[src/rtl/reg_load_sequencer_pkg.sv]
// Shared definitions for the register-load sequencer: FSM state encoding
// and the modular increment used to advance the round-robin pointer.
package reg_load_sequencer_pkg;

    // One state per Clk cycle; IDLE -> GRANT -> LOAD -> DONE -> IDLE.
    typedef enum logic [1:0] {
        IDLE  = 2'd0,
        GRANT = 2'd1,
        LOAD  = 2'd2,
        DONE  = 2'd3
    } state_t;

    // (base + offset) mod modulus, assuming base and offset are both below
    // modulus, so a single conditional subtract is enough.
    function automatic int wrap_add(input int base, input int offset, input int modulus);
        int sum;
        sum = base + offset;
        if (sum >= modulus) begin
            sum = sum - modulus;
        end
        return sum;
    endfunction

endpackage

[src/rtl/reg_load_sequencer_rr_picker.sv]
// Combinational round-robin picker: first set request bit at or above the
// pointer, wrapping to bit 0 when nothing at or above the pointer is set.
module rr_picker #(
    parameter int NumReq   = 4,
    parameter int PtrWidth = 2
) (
    input  logic [NumReq-1:0]   req,
    input  logic [PtrWidth-1:0] ptr,
    output logic [NumReq-1:0]   grant,
    output logic [PtrWidth-1:0] index,
    output logic                found
);

    // Two passes: the first only considers bits at or above ptr, the second
    // catches the wrapped-around bits below ptr if the first found nothing.
    always_comb begin
        grant = '0;
        index = '0;
        found = 1'b0;
        for (int i = 0; i < NumReq; i++) begin
            if (!found && req[i] && (PtrWidth'(i) >= ptr)) begin
                found    = 1'b1;
                index    = PtrWidth'(i);
                grant[i] = 1'b1;
            end
        end
        for (int i = 0; i < NumReq; i++) begin
            if (!found && req[i]) begin
                found    = 1'b1;
                index    = PtrWidth'(i);
                grant[i] = 1'b1;
            end
        end
    end

endmodule

[src/rtl/reg_load_sequencer.sv]
// Serialises register-bank writes from NumReq requesters. A round-robin
// winner is latched in IDLE, granted, strobed into one register with an
// active-low LD, and acknowledged with a one-cycle Done pulse.
// All state changes on the falling edge of Clk; Reset is synchronous and
// active-low. Index width must satisfy 2**RegSelWidth >= NumRegs.
//
// Handshake: Req is a level sampled only in IDLE; once sampled the
// transaction always runs to completion (barring Reset). Gnt is held from
// GRANT through DONE and Done pulses for exactly the DONE cycle, so a
// requester may drop Req any time after it sees Gnt.
module reg_load_sequencer
    import reg_load_sequencer_pkg::*;
#(
    parameter int DataWidth   = 8,
    parameter int NumReq      = 4,
    parameter int NumRegs     = 8,
    parameter int RegSelWidth = 3
) (
    input  logic                          Clk,
    input  logic                          Reset,
    input  logic [NumReq-1:0]             Req,
    input  logic [NumReq*RegSelWidth-1:0] ReqSel,
    input  logic [NumReq*DataWidth-1:0]   ReqData,
    output logic [NumReq-1:0]             Gnt,
    output logic [NumReq-1:0]             Done,
    output logic                          Err,
    output logic [NumRegs-1:0]            LD,
    output logic [DataWidth-1:0]          BusData,
    output logic                          Busy,
    output logic [1:0]                    State
);

    localparam int PtrWidth = (NumReq > 1) ? $clog2(NumReq) : 1;

    state_t                 state;
    logic [PtrWidth-1:0]    ptr;
    logic [PtrWidth-1:0]    win_idx;
    logic [RegSelWidth-1:0] win_sel;

    logic [NumReq-1:0]      pick_grant;
    logic [PtrWidth-1:0]    pick_idx;
    logic                   pick_found;
    logic [RegSelWidth-1:0] pick_sel;
    logic [DataWidth-1:0]   pick_data;

    assign State = state;

    // Active-low strobe pattern for one register; an out-of-range index
    // matches nothing, leaving every LD bit inactive.
    function automatic logic [NumRegs-1:0] ld_strobe(input logic [RegSelWidth-1:0] sel);
        logic [NumRegs-1:0] v;
        v = '1;
        for (int r = 0; r < NumRegs; r++) begin
            if (sel == RegSelWidth'(r)) begin
                v[r] = 1'b0;
            end
        end
        return v;
    endfunction

    function automatic logic sel_valid(input logic [RegSelWidth-1:0] sel);
        return 32'(sel) < NumRegs;
    endfunction

    rr_picker #(
        .NumReq   (NumReq),
        .PtrWidth (PtrWidth)
    ) u_picker (
        .req   (Req),
        .ptr   (ptr),
        .grant (pick_grant),
        .index (pick_idx),
        .found (pick_found)
    );

    // Mux out the winner's index and data slices.
    always_comb begin
        pick_sel  = '0;
        pick_data = '0;
        for (int i = 0; i < NumReq; i++) begin
            if (pick_idx == PtrWidth'(i)) begin
                pick_sel  = ReqSel[i*RegSelWidth +: RegSelWidth];
                pick_data = ReqData[i*DataWidth +: DataWidth];
            end
        end
    end

    // Transaction FSM; every output is registered and set on entry to the
    // state it belongs to.
    always_ff @(negedge Clk) begin
        if (!Reset) begin
            state   <= IDLE;
            ptr     <= '0;
            win_idx <= '0;
            win_sel <= '0;
            Gnt     <= '0;
            Done    <= '0;
            Err     <= 1'b0;
            LD      <= '1;
            BusData <= '0;
            Busy    <= 1'b0;
        end else begin
            case (state)
                IDLE: begin
                    if (pick_found) begin
                        state   <= GRANT;
                        win_idx <= pick_idx;
                        win_sel <= pick_sel;
                        Gnt     <= pick_grant;
                        BusData <= pick_data;
                        Busy    <= 1'b1;
                    end
                end
                GRANT: begin
                    state <= LOAD;
                    LD    <= ld_strobe(win_sel);
                end
                LOAD: begin
                    state <= DONE;
                    LD    <= '1;
                    Done  <= Gnt;
                    Err   <= !sel_valid(win_sel);
                end
                DONE: begin
                    state   <= IDLE;
                    ptr     <= PtrWidth'(wrap_add(int'(win_idx), 1, NumReq));
                    Gnt     <= '0;
                    Done    <= '0;
                    Err     <= 1'b0;
                    BusData <= '0;
                    Busy    <= 1'b0;
                end
                default: begin
                    state <= IDLE;
                end
            endcase
        end
    end

endmodule

[config.mk]
export PLATFORM = sky130hd
export DESIGN_NAME = reg_load_sequencer
export DESIGN_NICKNAME = d
export VERILOG_FILES = /design/src/rtl/reg_load_sequencer_pkg.sv /design/src/rtl/reg_load_sequencer_rr_picker.sv /design/src/rtl/reg_load_sequencer.sv
export SDC_FILE = /design/constraint.sdc
export NUM_CORES = 1
export LEC_CHECK = 0
export BUFFER_PORTS_ARGS = -buffer_cell sky130_fd_sc_hd__buf_2
export CAP_MARGIN = 20
export CORE_AREA = 5 5 68 70
export DETAILED_ROUTE_END_ITERATION = 10
export DIE_AREA = 0 0 73 75
export MAX_ROUTING_LAYER = met4
export PLACE_DENSITY_LB_ADDON = 0.05
export SETUP_SLACK_MARGIN = 0.1
export SLEW_MARGIN = 20
export SYNTH_ARGS = -nofsm -noshare
export SYNTH_HDL_FRONTEND = slang
export SYNTH_SLANG_ARGS = --single-unit
[constraint.sdc]
create_clock -name Clk -period 3.31 [get_ports Clk]
set_input_delay 0.1655 -clock Clk [delete_from_list [all_inputs] [get_ports Clk]]
set_output_delay 0.1655 -clock Clk [all_outputs]
set_load 0.01 [all_outputs]
==> impl_metrics.yaml, run 1 <==
floorplanning:
  std_cell_rows: 23
  dieArea_um2: 5480
  die_w_um: 73
  io_pins: 78
  initial_core_util: 0.477
  fp.dieH_um: 75
  core_um2: 3910
sta:
  relSlewSlack: 0.650
  fin_ws_ns: 0.307
  clock_skew_ns: 0.0141
  worst_pin_slew_ns: 0.524
  fin_worst_hold_slack_ns: 0.464
  setup_viol: 0
  slew_viol_final: 0
  rsz0062_at_grt: "false"
  tns_ns: 0
  hold_viol: 0
clock_network:
  cts_sinks: 34
  ctsResizeCount: 0
  cts_buffers: 5
  htreeDepth: 2
  tritoncts: "done"
  clk-insertion-delay-late_ns: 0.36
  cts_hold_buffers: 0
  cts_setup_buffers: 0
  clock_path_buffers: 2
  clock-root-buffer: "clkbuf_8"
  cts.clk_slew.worst_paths_ns: 0.03
layout:
  syn_to_final_growth_pct: 41.8
  fin_area_um2: 2650
  fillers: 364
  antenna_cells: 0
  final_cells: 398
  utilization: 0.676
  layout.nets: 401
  drive_gt1_frac: 0.351
yosys:
  synth_flop_cell: "dfxtp_1"
  ys_seq_elements: 34
  netlist_instances: 222
  seq_area_frac_synth: 0.365
  synth_largest_area_cell: "dfxtp_1"
  synth_async_sr_flop_share: 0
  syn_nets: 276
  yosys-top-cells-area: "dfxtp_1, nand3_1, nor2_1"
  synthTopCellsByCount: "dfxtp_1, nand3_1, nor2_1"
  yosysMostFrequentCell: "dfxtp_1"
  yosys.area.top_type_share: 0.365
  synth_cell_types: 50
  yosys_warnings: 0
  syn_area_per_cell_um2: 8.41
  syn_area_um2: 1870
  synth_edf_count: 0
hold_path:
  hold_start: "LD[1]"
  holdPathEnd: "LD[1]"
  hold_class: "reg2reg"
  min_path_cells: 2
critical_path:
  endpoint_kind: "flop"
  rr_endpoint: "BusData[7]"
  reg2reg_from: "ptr[1]"
  arrival_ns: 1.58
  worst-setup-path-type: "in2reg"
  ff2ff_path_depth: 5
  critPathLaunchType: "input port"
  critPathMaxFanout: 6
  cp.required_ns: 1.89
  rrSetupSlack_ns: 1.22
drt:
  avgViaCountPerCell: 5.27
  drt-initial-drc-count: 105
  first_pass_iters: 4
  wirelength_mm: 5.73
  final_antenna_net_count: 0
  dr_total_vias: 2099
  drcViolationCount: 0
  wire_per_inst_um: 14.4
power_and_ir_drop:
  total_power_mw: 1.73
  leakagePower_nw: 1.30
  power_density_nw_per_um2: 655
  ir_drop_v: 0.000360
grt:
  grt_overflow_total: 0
  track_usage: 0.224
  grt_max_degree: 18
  grt_pass1_wl_mm: 9.12
  antenna_found_initial: 0
  grt_pass1_vias: 2113
placement:
  dp.cells: 357
  io_buffers: 76
  dp_slack_ns: -0.0557
  placed_cell_area_um2: 2440
  dp_hpwl_mm: 4.43
  gp_congestion: 0.941
status:
  status: "completed"
job:
  drv_cap: 0
[worst max path at each step]
stage                     startpoint          to  slack, ns  depth (start not counted)
after global routing          Req[2]  BusData[0]       0.25                          8
after detailed placement      Req[3]  BusData[4]      -0.06                          6
after global placement        Req[0]  BusData[7]      -0.04                          7
final                         Req[2]  BusData[7]       0.31                          6
after floorplan               Req[3]  BusData[4]       0.10                          6
after CTS                     Req[3]  BusData[4]       0.31                          6
[worst max-delay path, stage by stage]
cell and delay, ns:
buf_2 0.13, nor2b_2 0.16, a211o_2 0.33, nand2_2 0.13
mux2_1 0.35, a221o_1 0.31
[routing by layer]
layer  routed length [um]  global-route usage
met4                   69               0.102
met1                 2620               0.266
met2                 2670               0.340
met3                  371              0.0774
met5                    0                   -
[layout make-up]
cell class              instances  area [um^2]  area share
clock buffers                   5         68.8      0.0260
clock inverters                37          145      0.0548
multi-input cells             170         1130       0.426
well taps                      50         62.6      0.0236
flip-flops and latches         34          681       0.257
repair buffers                 98          546       0.206
inverters                       4         15.0     0.00567
[sequential cells by signal, summed over array words and instances, names as in the netlist]
register	count
Gnt	4
Done	4
BusData	8
win_idx	2
ptr	2
LD	8
win_sel	3
State	2
Busy	1
[report_power, final]
group	leakage, nW	total [mW]	internal [mW]	switching [mW]
sequential	0.278	0.572	0.502	0.0697
combinational	0.795	0.695	0.306	0.390
clock	0.226	0.466	0.201	0.266
total	1.30	1.73	1.01	0.725
[placed cells by master, fill, tap and decap left out, types with 6 or more instances in the layout]
cell type   n
a221o_1     6
o21ai_0    15
dfxtp_1    34
buf_4      22
nand2_1    16
nor2_1     20
inv_1      38
buf_2      76
nand3_1    20
nand2b_1    7
a21oi_1    14
[cells by family (layout without fill, tap and decap cells)]
kind of cell | count (synthesis) | count (layout) | synth area share
fa+ha+maj | 4 | 4 | 0.0268
flops | 34 | 34 | 0.365
buf+inv | 18 | 144 | 0.0422
simple gates | 88 | 88 | 0.253
other cells | 1 | 1 | 0.00201
xor+xnor | 1 | 1 | 0.00469
compound gates | 66 | 66 | 0.249
mux | 10 | 10 | 0.0576
No activity file was read; power rests on OpenSTA's default activity.
==> run 2, diff against run 1 <==
CELL_PAD_IN_SITES_DETAIL_PLACEMENT = 1   (was not set)
CELL_PAD_IN_SITES_GLOBAL_PLACEMENT = 1   (was not set)
CORE_AREA = 5 5 79 81   (was 5 5 68 70)
DIE_AREA = 0 0 84 86   (was 0 0 73 75)
HOLD_SLACK_MARGIN = 0.08   (was not set)
==> run 2 against run 1 <==
Cell area up 2.4%. Cell count up 6.0%. Hold slack better by 0.0026 ns. Clock skew up 0.0062 ns. Setup slack worse by 0.046 ns. Sequential share of layout area down 0.61 points. Clock power up 16%. Combinational power up 4.9%. First-iteration DRC count down 36%. Global-route usage down 3.3 points. Largest cell class unchanged.
==> impl_metrics.yaml, run 2 (synthesis results as in run 1) <==
status:
  status: "completed"
sta:
  slew_viol_final: 0
  fin_ws_ns: 0.261
  rsz0062_at_grt: "false"
  setup_viol: 0
  relSlewSlack: 0.652
  clock_skew_ns: 0.0203
  worst_pin_slew_ns: 0.521
  hold_viol: 0
hold_path:
  hold_class: "reg2reg"
  hold_start: "LD[3]"
  holdPathEnd: "LD[3]"
  min_path_cells: 2
clock_network:
  tritoncts: "done"
  cts_hold_buffers: 0
  clock_path_buffers: 2
  clock-root-buffer: "clkbuf_8"
  ctsResizeCount: 0
  cts_buffers: 5
  htreeDepth: 2
  clk-insertion-delay-late_ns: 0.36
  cts_setup_buffers: 0
  cts.clk_slew.worst_paths_ns: 0.03
  cts_sinks: 34
layout:
  top_regs: "BusData: 8 flops, LD: 8 flops"
  antenna_cells: 0
  final_common_cell: "buf_2"
  fin_area_um2: 2710
  layout.nets: 403
  syn_to_final_growth_pct: 45.2
  drive_gt1_frac: 0.351
  layout_common_cells: "buf_2, inv_1, dfxtp_1, buf_4"
critical_path:
  reg2reg_from: "ptr[1]"
  rr_endpoint: "BusData[0]"
  worst-setup-path-type: "in2reg"
  crit_slowest_cell: "a211o_2"
  cp.required_ns: 1.88
  worstPathCellList: "buf_2, nand2_1, a211o_2, nand2_2, mux2_1, a221o_1"
  critical-path-top-delay-family: "compound AO/OA/AOI/OAI gates"
  critPathLaunchType: "input port"
  endpoint_kind: "flop"
  rrSetupSlack_ns: 1.18
  slowest_delay_ns: 0.39
  critPathMaxFanout: 7
  ff2ff_path_depth: 5
  cp_num_buf_inv: 1
  arrival_ns: 1.62
placement:
  io_buffers: 76
  dp_hpwl_mm: 5.15
  gp_congestion: 0.886
  dp_slack_ns: -0.0859
  placed_cell_area_um2: 2480
grt:
  antenna_found_initial: 0
  grt_pass1_wl_mm: 11.0
  grt_max_degree: 18
  grt_pass1_vias: 2377
  grt_overflow_total: 0
  track_usage: 0.191
power_and_ir_drop:
  power_density_nw_per_um2: 681
  leakagePower_nw: 1.32
  ir_drop_v: 0.000340
drt:
  dr_total_vias: 2147
  wirelength_mm: 6.58
  first_pass_iters: 4
  drt-initial-drc-count: 67
  final_antenna_net_count: 0
  drcViolationCount: 0
  wire_per_inst_um: 15.6
  avgViaCountPerCell: 5.09
floorplanning:
  initial_core_util: 0.345
  core_um2: 5410
  dieArea_um2: 7220
  std_cell_rows: 27
  die_w_um: 84
  fp.dieH_um: 86
  io_pins: 78
job:
  drv_cap: 0
run 2: changes by cell type in the layout (fill, tap and decap cells not counted):
cell	previous run	this run
buf_4	22	24
bufinv_16	0	1
inv_4	2	0
inv_1	38	39
run 2: worst max-delay path by stage:
stage,startpoint,end,slack (ns),cells past startpoint
floorplan,Req[3],BusData[4],0.10,6
global placement,Req[3],BusData[6],-0.06,6
detailed placement,Req[0],BusData[7],-0.09,6
CTS,Req[0],BusData[0],0.27,6
global route,Req[1],win_sel[0],0.18,7
finish,Req[0],BusData[0],0.26,6
run 2: routing by layer:
metal  global-route usage  up-vias  share of wire
met5                    -        -              0
met2                0.304       63           0.47
met1                0.221     1008           0.47
li1                     -     1072              -
met4               0.0673        0         0.0067
met3               0.0711        4          0.051
run 2: report_power, final:
part | leakage (nW) | switching [mW] | internal, mW
clock | 0.237 | 0.268 | 0.274
combinational | 0.805 | 0.408 | 0.320
sequential | 0.278 | 0.0738 | 0.502
total | 1.32 | 0.750 | 1.10
run 2: through the flow:
stage	hold WS (ns)	TNS [ns]	cells	util	total power [mW]
6_report	0.467	0	422	0.501	1.85
2_1_floorplan	0.450	0	222	-	1.08
3_3_place_gp	0.455	-0.310	381	0.459	1.36
4_1_cts	0.474	0	422	0.501	1.88
5_1_grt	0.491	0	422	0.501	2.03
3_5_place_dp	0.466	-0.400	381	0.459	1.37
run 2: area by class of cell:
type | instances | area (um^2)
fillers | 733 | 2700
inverters | 4 | 15.0
clock buffers | 5 | 68.8
repair buffers | 100 | 561
multi-input cells | 170 | 1130
well taps | 72 | 90.1
flip-flops and latches | 34 | 681
clock inverters | 37 | 166
run 2: worst reg2reg max path, stage by stage (launching register included):
cell	delay [ns]
dfxtp_1	0.64
nand2_1	0.16
a211o_2	0.39
nand2_2	0.15
mux2_1	0.35
a221o_1	0.32
==> run 3, diff against run 2 <==
CORE_AREA = 5 5 84 86   (was 5 5 79 81)
DIE_AREA = 0 0 89 91   (was 0 0 84 86)
clock period = 2.51 ns   (was 3.31 ns; I/O delays follow)
==> run 3 against run 2 <==
Via count grew 3.5%. Cell count grew 5.0%. Routed wire length grew 8.0%. Clock power grew 38%. Cell area grew 12%.
==> impl_metrics.yaml, run 3 (synthesis results as in run 1) <==
status:
  status: "completed"
critical_path:
  endpoint: "BusData[5]"
  cp.required_ns: 1.49
  critPathMaxFanout: 5
  critPathLaunchType: "input port"
  critical-path-top-delay-family: "simple AND/OR/NAND/NOR gates"
  worst-setup-path-type: "in2reg"
  crit_top_cell: "nor2_4"
  worstSetupPathDepth: 6
  slowest_delay_ns: 0.32
  startpoint: "Req[3]"
  crit_slowest_cell: "mux2_4"
  arrival_ns: 1.45
  reg2reg_from: "ptr[1]"
  rr_endpoint: "BusData[7]"
  rrSetupSlack_ns: 0.55
  cp_num_buf_inv: 1
  ff2ff_path_depth: 5
  worstPathCellList: "buf_12, nor2_4, and4b_2, nor2_4, mux2_4, a221o_1"
  endpoint_kind: "flop"
drt:
  drt-initial-drc-count: 52
  dr_total_vias: 2222
  wirelength_mm: 7.10
  first_pass_iters: 4
  avgViaCountPerCell: 5.02
  final_antenna_net_count: 0
  wire_per_inst_um: 16.0
  drcViolationCount: 0
floorplanning:
  fp.dieH_um: 91
  core_um2: 6200
  initial_core_util: 0.301
  die_w_um: 89
  io_pins: 78
  std_cell_rows: 29
  dieArea_um2: 8100
power_and_ir_drop:
  ir_drop_v: 0.000598
  power_density_nw_per_um2: 860
  leakagePower_nw: 1.46
  total_power_mw: 2.60
layout:
  drive_gt1_frac: 0.440
  layout_common_cells: "buf_2, inv_1, buf_4, dfxtp_1, nand3_1"
  layout.nets: 419
  top_regs: "BusData: 8 flops, LD: 8 flops"
  antenna_cells: 0
  final_common_cell: "buf_2"
  fillers: 781
  syn_to_final_growth_pct: 62.3
  final_cells: 443
grt:
  grt_overflow_total: 0
  antenna_found_initial: 0
  grt_pass1_vias: 2458
  track_usage: 0.184
  grt_pass1_wl_mm: 11.6
  grt_max_degree: 18
clock_network:
  cts_sinks: 34
  cts.clk_slew.worst_paths_ns: 0.04
  tritoncts: "done"
  clk-insertion-delay-late_ns: 0.36
  cts_buffers: 5
  clock_path_buffers: 2
  clock-root-buffer: "clkbuf_8"
  htreeDepth: 2
placement:
  dp_hpwl_mm: 5.48
  io_buffers: 76
  gp_congestion: 0.793
  dp.cells: 398
sta:
  hold_viol: 0
  clock_skew_ns: 0.0142
  slew_viol_final: 0
  worst_pin_slew_ns: 0.611
  tns_ns: 0
  setup_viol: 0
  fin_worst_hold_slack_ns: 0.467
  rsz0062_at_grt: "true"
  relSlewSlack: 0.589
hold_path:
  hold_class: "reg2reg"
job:
  drv_cap: 0
==> run 3: cell types whose count changed in the layout (fill, tap and decap cells not counted), moves of 3 or more <==
| cell | previous run | this run |
|---|---|---|
| mux2_1 | 3 | 0 |
| buf_6 | 0 | 4 |
| mux2_4 | 3 | 6 |
| a21oi_1 | 14 | 11 |
| buf_4 | 24 | 37 |
| buf_2 | 76 | 72 |
==> run 3: through the flow <==
stage / utilization / worst slack, ns / area (um^2)
final: 0.488 / 0.0452 / 3030
after global routing: 0.488 / 0.0124 / 3030
after CTS: 0.474 / 0.00881 / 2940
after detailed placement: 0.418 / -0.472 / 2600
after global placement: 0.418 / -0.484 / 2600
after floorplan: - / -0.256 / 1920
==> run 3: repair_timing <==
item	CTS	global route
setup buffers	3	1
pin swaps	9	13
gates resized for setup	25	19
endpoints found under the setup margin	11	13
hold buffers	0	0
==> run 3: tightest hold or removal path, cell delays in order (launching register included) <==
cell and delay, ns:
dfxtp_1 0.31, o21ai_0 0.07, nand2_1 0.06
==> run 3: worst min-delay path by stage <==
stage	slack [ns]	endpoint	startpoint	cells after the start
finish	0.47	LD[6]	LD[6]	2
global route	0.50	LD[5]	LD[5]	2
CTS	0.47	LD[6]	LD[6]	2
detailed placement	0.46	LD[6]	LD[6]	2
global placement	0.46	LD[6]	LD[6]	2
floorplan	0.45	win_idx[1]	win_idx[1]	2
==> run 3: where the power goes <==
group          switching, mW  internal (mW)
Combinational          0.590          0.505
Clock                  0.383          0.367
Sequential            0.0989          0.661
Total                   1.07           1.53
==> run 3: routing by layer <==
layer,wire length (um),GRT usage,vias to the layer above
met4,88,0.0670,0
met3,296,0.0579,9
li1,-,-,1101
met1,3370,0.235,1064
met2,3340,0.271,48
met5,0,-,-
==> run 3: area by class of cell <==
type | instances | area, um^2 | share of cell area
timing repair buffer | 116 | 733 | 0.242
sequential | 34 | 681 | 0.225
clock buffer | 5 | 68.8 | 0.0227
clock inverter | 37 | 171 | 0.0566
inverter | 4 | 15.0 | 0.00496
multi-input combinational | 170 | 1260 | 0.417
tap | 77 | 96.3 | 0.0318
